File: src/rtl/ct_loader.sv
// ct_loader: receives a length-prefixed byte stream, writes it into ct_mem,
// starts the ARC4 cracker, waits for it to finish and holds its result.
module ct_loader #(
  parameter int CT_AW = 8,
  parameter int KEY_W = 24
) (
  input  logic             clk,
  input  logic             rst_n,
  input  logic             in_valid,
  input  logic [7:0]       in_data,
  output logic             in_ready,
  output logic             ct_mem_sel,
  output logic [CT_AW-1:0] ct_addr,
  output logic [7:0]       ct_wrdata,
  output logic             ct_wren,
  output logic             crk_en,
  input  logic             crk_rdy,
  input  logic [KEY_W-1:0] crk_key,
  input  logic             crk_key_valid,
  output logic [KEY_W-1:0] result_key,
  output logic             result_found,
  output logic             busy,
  output logic             done
);

  typedef enum logic [2:0] {
    S_IDLE  = 3'd0,
    S_LOAD  = 3'd1,
    S_START = 3'd2,
    S_RUN   = 3'd3,
    S_DONE  = 3'd4
  } state_t;

  state_t           state_r;
  state_t           state_nxt_s;
  logic [CT_AW-1:0] len_r;
  logic [CT_AW-1:0] cnt_r;
  logic             seen_busy_r;
  logic             accept_s;
  logic             launch_s;
  logic             finish_s;

  // Next-state decode plus the strobes that steer the datapath registers.
  always_comb begin
    state_nxt_s = state_r;
    in_ready    = 1'b0;
    ct_mem_sel  = 1'b0;
    busy        = 1'b0;
    done        = 1'b0;
    accept_s    = 1'b0;
    launch_s    = 1'b0;
    finish_s    = 1'b0;
    case (state_r)
      S_IDLE: begin
        in_ready   = 1'b1;
        ct_mem_sel = 1'b1;
        accept_s   = in_valid;
        if (in_valid) begin
          // A zero length skips LOAD; START still waits for the write to retire.
          if (in_data == 8'd0) begin
            state_nxt_s = S_START;
          end else begin
            state_nxt_s = S_LOAD;
          end
        end else begin
          state_nxt_s = S_IDLE;
        end
      end
      S_LOAD: begin
        in_ready   = 1'b1;
        ct_mem_sel = 1'b1;
        busy       = 1'b1;
        accept_s   = in_valid;
        // Leaving on the last byte drops in_ready so byte L+1 is never taken.
        if (in_valid && (cnt_r == len_r)) begin
          state_nxt_s = S_START;
        end else begin
          state_nxt_s = S_LOAD;
        end
      end
      S_START: begin
        busy = 1'b1;
        // Hold off the start pulse until the final ct_mem write has been issued.
        if (!ct_wren && crk_rdy) begin
          launch_s    = 1'b1;
          state_nxt_s = S_RUN;
        end else begin
          state_nxt_s = S_START;
        end
      end
      S_RUN: begin
        busy = 1'b1;
        // Only a ready seen after the cracker went busy marks completion.
        if (seen_busy_r && crk_rdy) begin
          finish_s    = 1'b1;
          state_nxt_s = S_DONE;
        end else begin
          state_nxt_s = S_RUN;
        end
      end
      S_DONE: begin
        done = 1'b1;
        // The waking byte is not consumed here; IDLE accepts it next cycle.
        if (in_valid) begin
          state_nxt_s = S_IDLE;
        end else begin
          state_nxt_s = S_DONE;
        end
      end
      default: begin
        state_nxt_s = S_IDLE;
      end
    endcase
  end

  // State register.
  always_ff @(posedge clk or negedge rst_n) begin
    if (!rst_n) begin
      state_r <= S_IDLE;
    end else begin
      state_r <= state_nxt_s;
    end
  end

  // Write port, length/byte counters and the cracker start pulse.
  always_ff @(posedge clk or negedge rst_n) begin
    if (!rst_n) begin
      ct_wren   <= 1'b0;
      ct_addr   <= {CT_AW{1'b0}};
      ct_wrdata <= 8'd0;
      len_r     <= {CT_AW{1'b0}};
      cnt_r     <= {CT_AW{1'b0}};
      crk_en    <= 1'b0;
    end else begin
      ct_wren <= accept_s;
      crk_en  <= launch_s;
      if (accept_s) begin
        ct_wrdata <= in_data;
        if (state_r == S_IDLE) begin
          ct_addr <= {CT_AW{1'b0}};
          len_r   <= CT_AW'(in_data);
          cnt_r   <= CT_AW'(1);
        end else begin
          ct_addr <= cnt_r;
          cnt_r   <= cnt_r + CT_AW'(1);
        end
      end
    end
  end

  // Track that the cracker has gone busy during the current run.
  always_ff @(posedge clk or negedge rst_n) begin
    if (!rst_n) begin
      seen_busy_r <= 1'b0;
    end else if (state_r != S_RUN) begin
      seen_busy_r <= 1'b0;
    end else if (!crk_rdy) begin
      seen_busy_r <= 1'b1;
    end else begin
      seen_busy_r <= seen_busy_r;
    end
  end

  // Capture the cracker result on completion and hold it afterwards.
  always_ff @(posedge clk or negedge rst_n) begin
    if (!rst_n) begin
      result_key   <= {KEY_W{1'b0}};
      result_found <= 1'b0;
    end else if (finish_s) begin
      result_key   <= crk_key;
      result_found <= crk_key_valid;
    end else begin
      result_key   <= result_key;
      result_found <= result_found;
    end
  end

endmodule

File: config.mk
export PLATFORM = sky130hd
export DESIGN_NAME = ct_loader
export DESIGN_NICKNAME = d
export VERILOG_FILES = /design/src/rtl/ct_loader.sv
export SDC_FILE = /design/constraint.sdc
export NUM_CORES = 1
export LEC_CHECK = 0
export BUFFER_PORTS_ARGS = -buffer_cell sky130_fd_sc_hd__buf_4
export CAP_MARGIN = 10
export CELL_PAD_IN_SITES_DETAIL_PLACEMENT = 0
export CELL_PAD_IN_SITES_GLOBAL_PLACEMENT = 1
export CORE_ASPECT_RATIO = 1.2
export CORE_MARGIN = 2
export CORE_UTILIZATION = 42
export DETAILED_ROUTE_END_ITERATION = 10
export HOLD_SLACK_MARGIN = 0.15
export PLACE_DENSITY_LB_ADDON = 0.1
export SLEW_MARGIN = 20
export SYNTH_ARGS = -nofsm -noshare
export SYNTH_HDL_FRONTEND = slang
export SYNTH_SLANG_ARGS = --single-unit
export TNS_END_PERCENT = 50
File: constraint.sdc
create_clock -name clk -period 3.2 [get_ports clk]
set_input_delay 0.96 -clock clk [delete_from_list [all_inputs] [get_ports clk]]
set_output_delay 0.96 -clock clk [all_outputs]
set_load 0.01 [all_outputs]
=== Word-level counts from Yosys, hierarchy flattened ===
Cells that the tools add are included.

* Input bits: 37
* Register bits: 63

* Reductions and logical operators: 9
* Muxes and demuxes: 19
* Equal/unequal tests: 7
* $add $sub $neg: 1

{| class="wikitable"
|+ Operators with widths
! kind !! number
|-
| $mux W8 || 2
|-
| $pmux W3 S5 || 1
|-
| $mux W1 || 11
|-
| $mux W3 || 3
|-
| $add A8 B1 Y8 const B || 1
|-
| $eq A8 B8 Y1 || 1
|-
| $logic_not A8 Y1 || 1
|-
| $eq A3 B2 Y1 const B || 2
|-
| $mux W2 || 2
|-
| $eq A3 B1 Y1 const B || 1
|-
| $eq A3 B3 Y1 const B || 1
|-
| $logic_and A1 B1 Y1 || 3
|-
| $logic_not A3 Y1 || 1
|-
| $ne A3 B2 Y1 const B || 1
|-
| $reduce_or A3 Y1 || 1
|-
| $ne A2 B1 Y1 const B || 1
|-
| $reduce_and A2 Y1 || 1
|-
| $reduce_or A2 Y1 || 1
|-
| $logic_not A1 Y1 || 1
|}

=== Longest topological paths before layout ===
Gate-level depths: netlist (run 1).

* Depth in word-level cells: 4
* Gate-level depth with buffers: 6

=== Worst setup path after synthesis (run 1) ===
No wires, ideal clock.

* Kind: input-to-reg
* Start: input port in_valid
* End: register len_r[1]
* Data arrival time: 1.965 ns
* Setup slack: 1.110 ns
* Setup time: 0.125 ns
* Stages on the path: 4
* Cell sequence: or3b_1 -> nor2_1 -> buf_4 -> mux2_2

* Longest elaborated chain between the ends: 2

{| class="wikitable"
|+ RTL lines
! item !! line !! RTL
|-
| start, declared || 9 || <nowiki>input logic in_valid,</nowiki>
|-
| $mux W1 || 53 || <nowiki>case (state_r)</nowiki>
|-
| $reduce_and A2 Y1 (no source line) || - ||
|-
| end signal, assigned || 131 || <nowiki>len_r <= {CT_AW{1'b0}};</nowiki>
|-
| end signal, assigned || 141 || <nowiki>len_r <= CT_AW'(in_data);</nowiki>
|-
| end, declared || 36 || <nowiki>logic [CT_AW-1:0] len_r;</nowiki>
|}

No other way between the ends.
A chain may end at the register's enable or synchronous reset.

=== Worst setup path after layout (run 1) ===
* Start: register state_r[0]
* End: output port done

* Longest elaborated chain between the ends: 2

{| class="wikitable"
|+ RTL lines
! item !! line !! RTL
|-
| start, declared || 34 || <nowiki>state_t state_r;</nowiki>
|-
| start signal, assigned || 121 || <nowiki>state_r <= state_nxt_s;</nowiki>
|-
| $eq A3 B3 Y1 || 53 ||
|-
| $mux W1 || 53 ||
|-
| end, declared || 23 || <nowiki>output logic done</nowiki>
|}

No other way between the ends.

==> results of run 1 <==
## final timing paths
check	end	slack [ns]
max reg2reg	cnt_r[2]$_DFFE_PN0P_	1.27
min reg2reg	crk_en$_DFF_PN0_	0.47
min	crk_en$_DFF_PN0_	0.47
min in group asynchronous	result_key[12]$_DFFE_PN0P_	0.69
max	done	0.84
max in group asynchronous	ct_addr[4]$_DFFE_PN0P_	1.97
## per-stage QoR
stage	hold slack, ns	total power [W]	instance area [sq um]	utilization	instances
after floorplan	0.489	0.00189	2620	-	214
after global placement	0.465	0.00232	3300	0.546	369
after detailed placement	0.466	0.00234	3300	0.546	369
after CTS	0.475	0.00301	3490	0.578	385
after global routing	0.505	0.00317	3490	0.578	385
final	0.471	0.00297	3490	0.578	385
## metal layers
metal | vias up | global-route usage | share of wire | wire length, um
met5 | - | 0 | 0 | 0
met4 | 0 | 0.100 | 0.021 | 117
met3 | 11 | 0.0370 | 0.043 | 240
met2 | 54 | 0.265 | 0.48 | 2670
met1 | 936 | 0.225 | 0.45 | 2520
li1 | 902 | - | - | -
## synth_stat cells (4+ instances only)
cell,count,area share
dfrtp_1,63,0.60
nand2_1,35,0.050
mux2_2,33,0.14
a22o_1,10,0.033
xnor2_1,10,0.033
nor2_1,8,0.011
clkbuf_1,7,0.010
nand3_1,6,0.011
inv_1,5,0.0072
nor3_1,4,0.0076
nor4_1,4,0.0095
## sequential cells by signal, indices dropped and copies added (netlist names)
register      flops
result_key       24
ct_wrdata         8
crk_en            1
len_r             8
ct_addr           8
state_r           3
result_found      1
cnt_r             8
ct_wren           1
seen_busy_r       1
## layout make-up
type	instances	area, sq um	area share
Tap cell	82	103	0.0294
Sequential cell	63	1580	0.451
Multi-Input combinational cell	133	961	0.275
Timing Repair Buffer	86	646	0.185
Clock buffer	12	145	0.0415
Clock inverter	4	45.0	0.0129
Inverter	5	18.8	0.00537
## report_power, final
part | leakage, nW | total (W) | switching [W] | internal [W]
registers | 0.811 | 0.00130 | 0.000235 | 0.00106
logic | 0.864 | 0.00101 | 0.000438 | 0.000568
clock network | 0.100 | 0.000670 | 0.000292 | 0.000378
## kinds of logic after synthesis
kind of cell / count (synthesis) / synth area share
simple gates: 66 / 0.118
buf+inv: 18 / 0.0329
xor+xnor: 10 / 0.0334
compound gates: 22 / 0.0644
fa+ha+maj: 1 / 0.00477
mux: 34 / 0.145
flops: 63 / 0.601
==> results.json, run 1 <==
{
  "synthFlopType": "dfrtp_1",
  "crit_chain": "nor2_1 > nand2_1 > inv_1 > buf_4",
  "initial_core_util": 0.434,
  "cts_resized": 0,
  "hold_depth": 1,
  "synth_area_per_cell_sq_um": 12.3,
  "syn_area_sq_um": 2620,
  "worst-path-buf-inv": 2,
  "hold_viol": 0,
  "syn_to_final_growth_pct": 33.2,
  "relSlewSlack": 0.475,
  "hold_path.startpoint": "ct_wren$_DFF_PN0_",
  "cp.arrival_ns": 1.40,
  "leakagePower_nw": 1.78,
  "start_kind": "flop",
  "dieHeight_um": 90.6,
  "grt_antenna_before_repair": 0,
  "reg2reg_depth": 5,
  "first_iter_violations": 94,
  "grt_pass1_wl_um": 9320,
  "ios": 84,
  "rows": 31,
  "worst_pin_slew_ns": 0.788,
  "antenna-diode-count": 0,
  "tns_ns": 0,
  "synth-seq-cells": 63,
  "grt_max_degree": 64,
  "syn_nets": 252,
  "fin_crit_sh": 0.739,
  "layout_commonest_cell": "buf_4",
  "drv_cap": 0,
  "cts_tree": "yes",
  "drv_slew": 0,
  "cp_slowest_cell": "dfrtp_1",
  "max_freq_mhz": 423,
  "viasPerCell": 4.94,
  "required_ns": 2.24,
  "cts_sinks": 63,
  "crit_start": "state_r[0]$_DFF_PN0_",
  "rr_startpoint": "state_r[1]$_DFF_PN0_",
  "nNetsFinal": 336,
  "synth_cell_types": 30,
  "synth_warnings": 0,
  "die_area_sq_um": 6900,
  "antenna_left": 0,
  "path_clk_slew_ns": 0.06,
  "layout_common_cells": "buf_4 (86), dfrtp_1 (63), nand2_1 (35)",
  "firstDrtPassIters": 4,
  "hold_class": "reg -> reg",
  "core_area_sq_um": 6050,
  "clk_latency_ns": 0.33,
  "crit_type": "reg -> out",
  "drive_gt1_frac": 0.452,
  "cts_max_path_buffers": 2,
  "dpl.hpwl_um": 3910,
  "dp_slack_ns": 0.592,
  "async_reset_ff_frac": 1.00,
  "vdd_drop_max_mv": 0.505,
  "port_buffers": 83,
  "fin_crit_ns": 2.36,
  "critPathMaxFanout": 16,
  "clock_skew_ns": 0.00512,
  "rsz0062_at_grt": "false",
  "grt_pass1_vias": 1874,
  "power_density_nw_per_um2": 851,
  "holdBufCountCts": 0,
  "postCtsSetupRepairBufs": 0,
  "num_vias": 1903,
  "syn_inst": 214,
  "routedWlPerCell_um": 14.4,
  "routed_wl_um": 5540,
  "fillerInstances": 556,
  "setup_viol": 0,
  "htreeDepth": 3,
  "cts-buffers-inserted": 9,
  "crit_path_end_kind": "output pin",
  "grt_util_all_layers": 0.172,
  "synth-edff-count": 0,
  "grt_remaining_overflow": 0,
  "gp_congestion": 0.720,
  "root_buffer": "clkbuf_8",
  "setup_slack_ns": 0.835,
  "worst_path_dominant_cell_family": "flip-flops",
  "ys_seq_area_frac": 0.601,
  "die_w_um": 76.2,
  "outcome": "complete, no violations",
  "drc": 0,
  "cp.depth": 4,
  "crit_path_max_incr_delay_ns": 0.66
}
Power figures use the tool's default switching activity.
==> run 2, diff against run 1 <==
Settings changed: CORE_UTILIZATION 42 to 39.
Clock period 3.2 ns to 2.5 ns, I/O delays scaled along.
==> results.json, run 2 (synthesis results as in run 1) <==
{
  "leakagePower_nw": 1.80,
  "r2r_setup_slack_ns": 0.81,
  "port_buffers": 83,
  "drc": 0,
  "initial_core_util": 0.405,
  "power_density_nw_per_um2": 1100,
  "start_kind": "flop",
  "grt_pass1_wl_um": 8690,
  "firstDrtPassIters": 4,
  "grt_pass1_vias": 1792,
  "hold_class": "reg -> reg",
  "rr_startpoint": "state_r[1]$_DFF_PN0_",
  "grt_remaining_overflow": 0,
  "clock_skew_ns": 0.00561,
  "worst_pin_slew_ns": 0.768,
  "crit_start": "state_r[1]$_DFF_PN0_",
  "crit_type": "reg -> out",
  "cts_resized": 0,
  "final_cells": 391,
  "drive_gt1_frac": 0.461,
  "clk_latency_ns": 0.34,
  "die_w_um": 78.9,
  "ios": 84,
  "antenna_left": 0,
  "critPathMaxFanout": 5,
  "rsz0062_at_grt": "false",
  "cts_tree": "yes",
  "top_register": "result_key",
  "routedWlPerCell_um": 14.1,
  "htreeDepth": 3,
  "hold_viol": 0,
  "vdd_drop_max_mv": 0.443,
  "die_area_sq_um": 7400,
  "grt_antenna_before_repair": 0,
  "first_iter_violations": 97,
  "syn_to_final_growth_pct": 34.9,
  "layout_common_cells": "buf_4 (89), dfrtp_1 (63), nand2_1 (35)",
  "postCtsSetupRepairBufs": 0,
  "holdBufCountCts": 0,
  "max_freq_mhz": 494,
  "required_ns": 1.75,
  "fillerInstances": 602,
  "fin_crit_sh": 0.810,
  "hold_path.startpoint": "ct_wren$_DFF_PN0_",
  "worst-path-buf-inv": 1,
  "fin_hold_ws_ns": 0.462,
  "dpl.hpwl_um": 3900,
  "tns_ns": 0,
  "rows": 32,
  "drv_slew": 0,
  "core_area_sq_um": 6490,
  "largest_register_ffs": 24,
  "worst_path_dominant_cell_family": "flip-flops",
  "cts-buffers-inserted": 9,
  "crit_path_max_incr_delay_ns": 0.41,
  "crit_chain": "nor2_1 > buf_4",
  "grt_max_degree": 64,
  "relSlewSlack": 0.488,
  "grt_util_all_layers": 0.155,
  "antenna-diode-count": 0,
  "viasPerCell": 4.78,
  "cts_max_path_buffers": 2,
  "dieHeight_um": 93.9,
  "drv_cap": 0,
  "setup_viol": 0,
  "cp_slowest_cell": "dfrtp_1",
  "num_vias": 1868,
  "crit_path_end_kind": "output pin",
  "fin_crit_ns": 2.02,
  "outcome": "complete, no violations",
  "cts_sinks": 63,
  "dp.cells": 375,
  "path_clk_slew_ns": 0.07,
  "layout_commonest_cell": "buf_4",
  "root_buffer": "clkbuf_8",
  "cp.arrival_ns": 1.27,
  "nNetsFinal": 339,
  "gp_congestion": 0.707,
  "routed_wl_um": 5500
}
[run 2: layer usage]
| metal | track usage | up-vias | share of wire |
|---|---|---|---|
| li1 | - | 905 | - |
| met1 | 0.200 | 893 | 0.45 |
| met2 | 0.236 | 61 | 0.46 |
| met3 | 0.0462 | 9 | 0.061 |
| met4 | 0.0819 | 0 | 0.022 |
| met5 | 0 | - | 0 |
[run 2: worst register-to-register path, stage by stage, from the launching register on]
cell,delay [ns]
dfrtp_1,0.41
or3b_1,0.45
buf_4,0.23
nor4_4,0.28
xnor2_1,0.16
nor2_2,0.05
[run 2: final cells by class]
type | instances | area (sq um) | area share
tap | 85 | 106 | 0.0300
multi-input combinational | 133 | 961 | 0.271
timing repair buffer | 89 | 668 | 0.189
inverter | 5 | 18.8 | 0.00530
clock buffer | 13 | 169 | 0.0477
clock inverter | 3 | 40.0 | 0.0113
sequential | 63 | 1580 | 0.445
[run 2: power by group]
part	leakage, nW	internal, W	switching (W)	total [W]
clock	0.109	0.000539	0.000375	0.000914
sequential	0.811	0.00136	0.000278	0.00164
combinational	0.878	0.000749	0.000591	0.00134
[run 2: through the flow]
| stage | power [W] | util | area (sq um) | setup WS (ns) |
|---|---|---|---|---|
| 6_report | 0.00389 | 0.546 | 3540 | 0.475 |
| 2_1_floorplan | 0.00242 | - | 2620 | 0.620 |
| 3_5_place_dp | 0.00302 | 0.514 | 3330 | 0.409 |
| 4_1_cts | 0.00394 | 0.546 | 3540 | 0.478 |
| 3_3_place_gp | 0.00299 | 0.514 | 3330 | 0.448 |
| 5_1_grt | 0.00414 | 0.546 | 3540 | 0.416 |
[run 2: path summary, 6_finish.rpt]
check	to	depth (start not counted)
setup / recovery	in_ready	2
min in group asynchronous	result_key[0]$_DFFE_PN0P_	1
hold reg to reg	crk_en$_DFF_PN0_	1
max in group asynchronous	result_key[8]$_DFFE_PN0P_	1
setup reg to reg	cnt_r[7]$_DFFE_PN0P_	5
hold / removal	crk_en$_DFF_PN0_	1
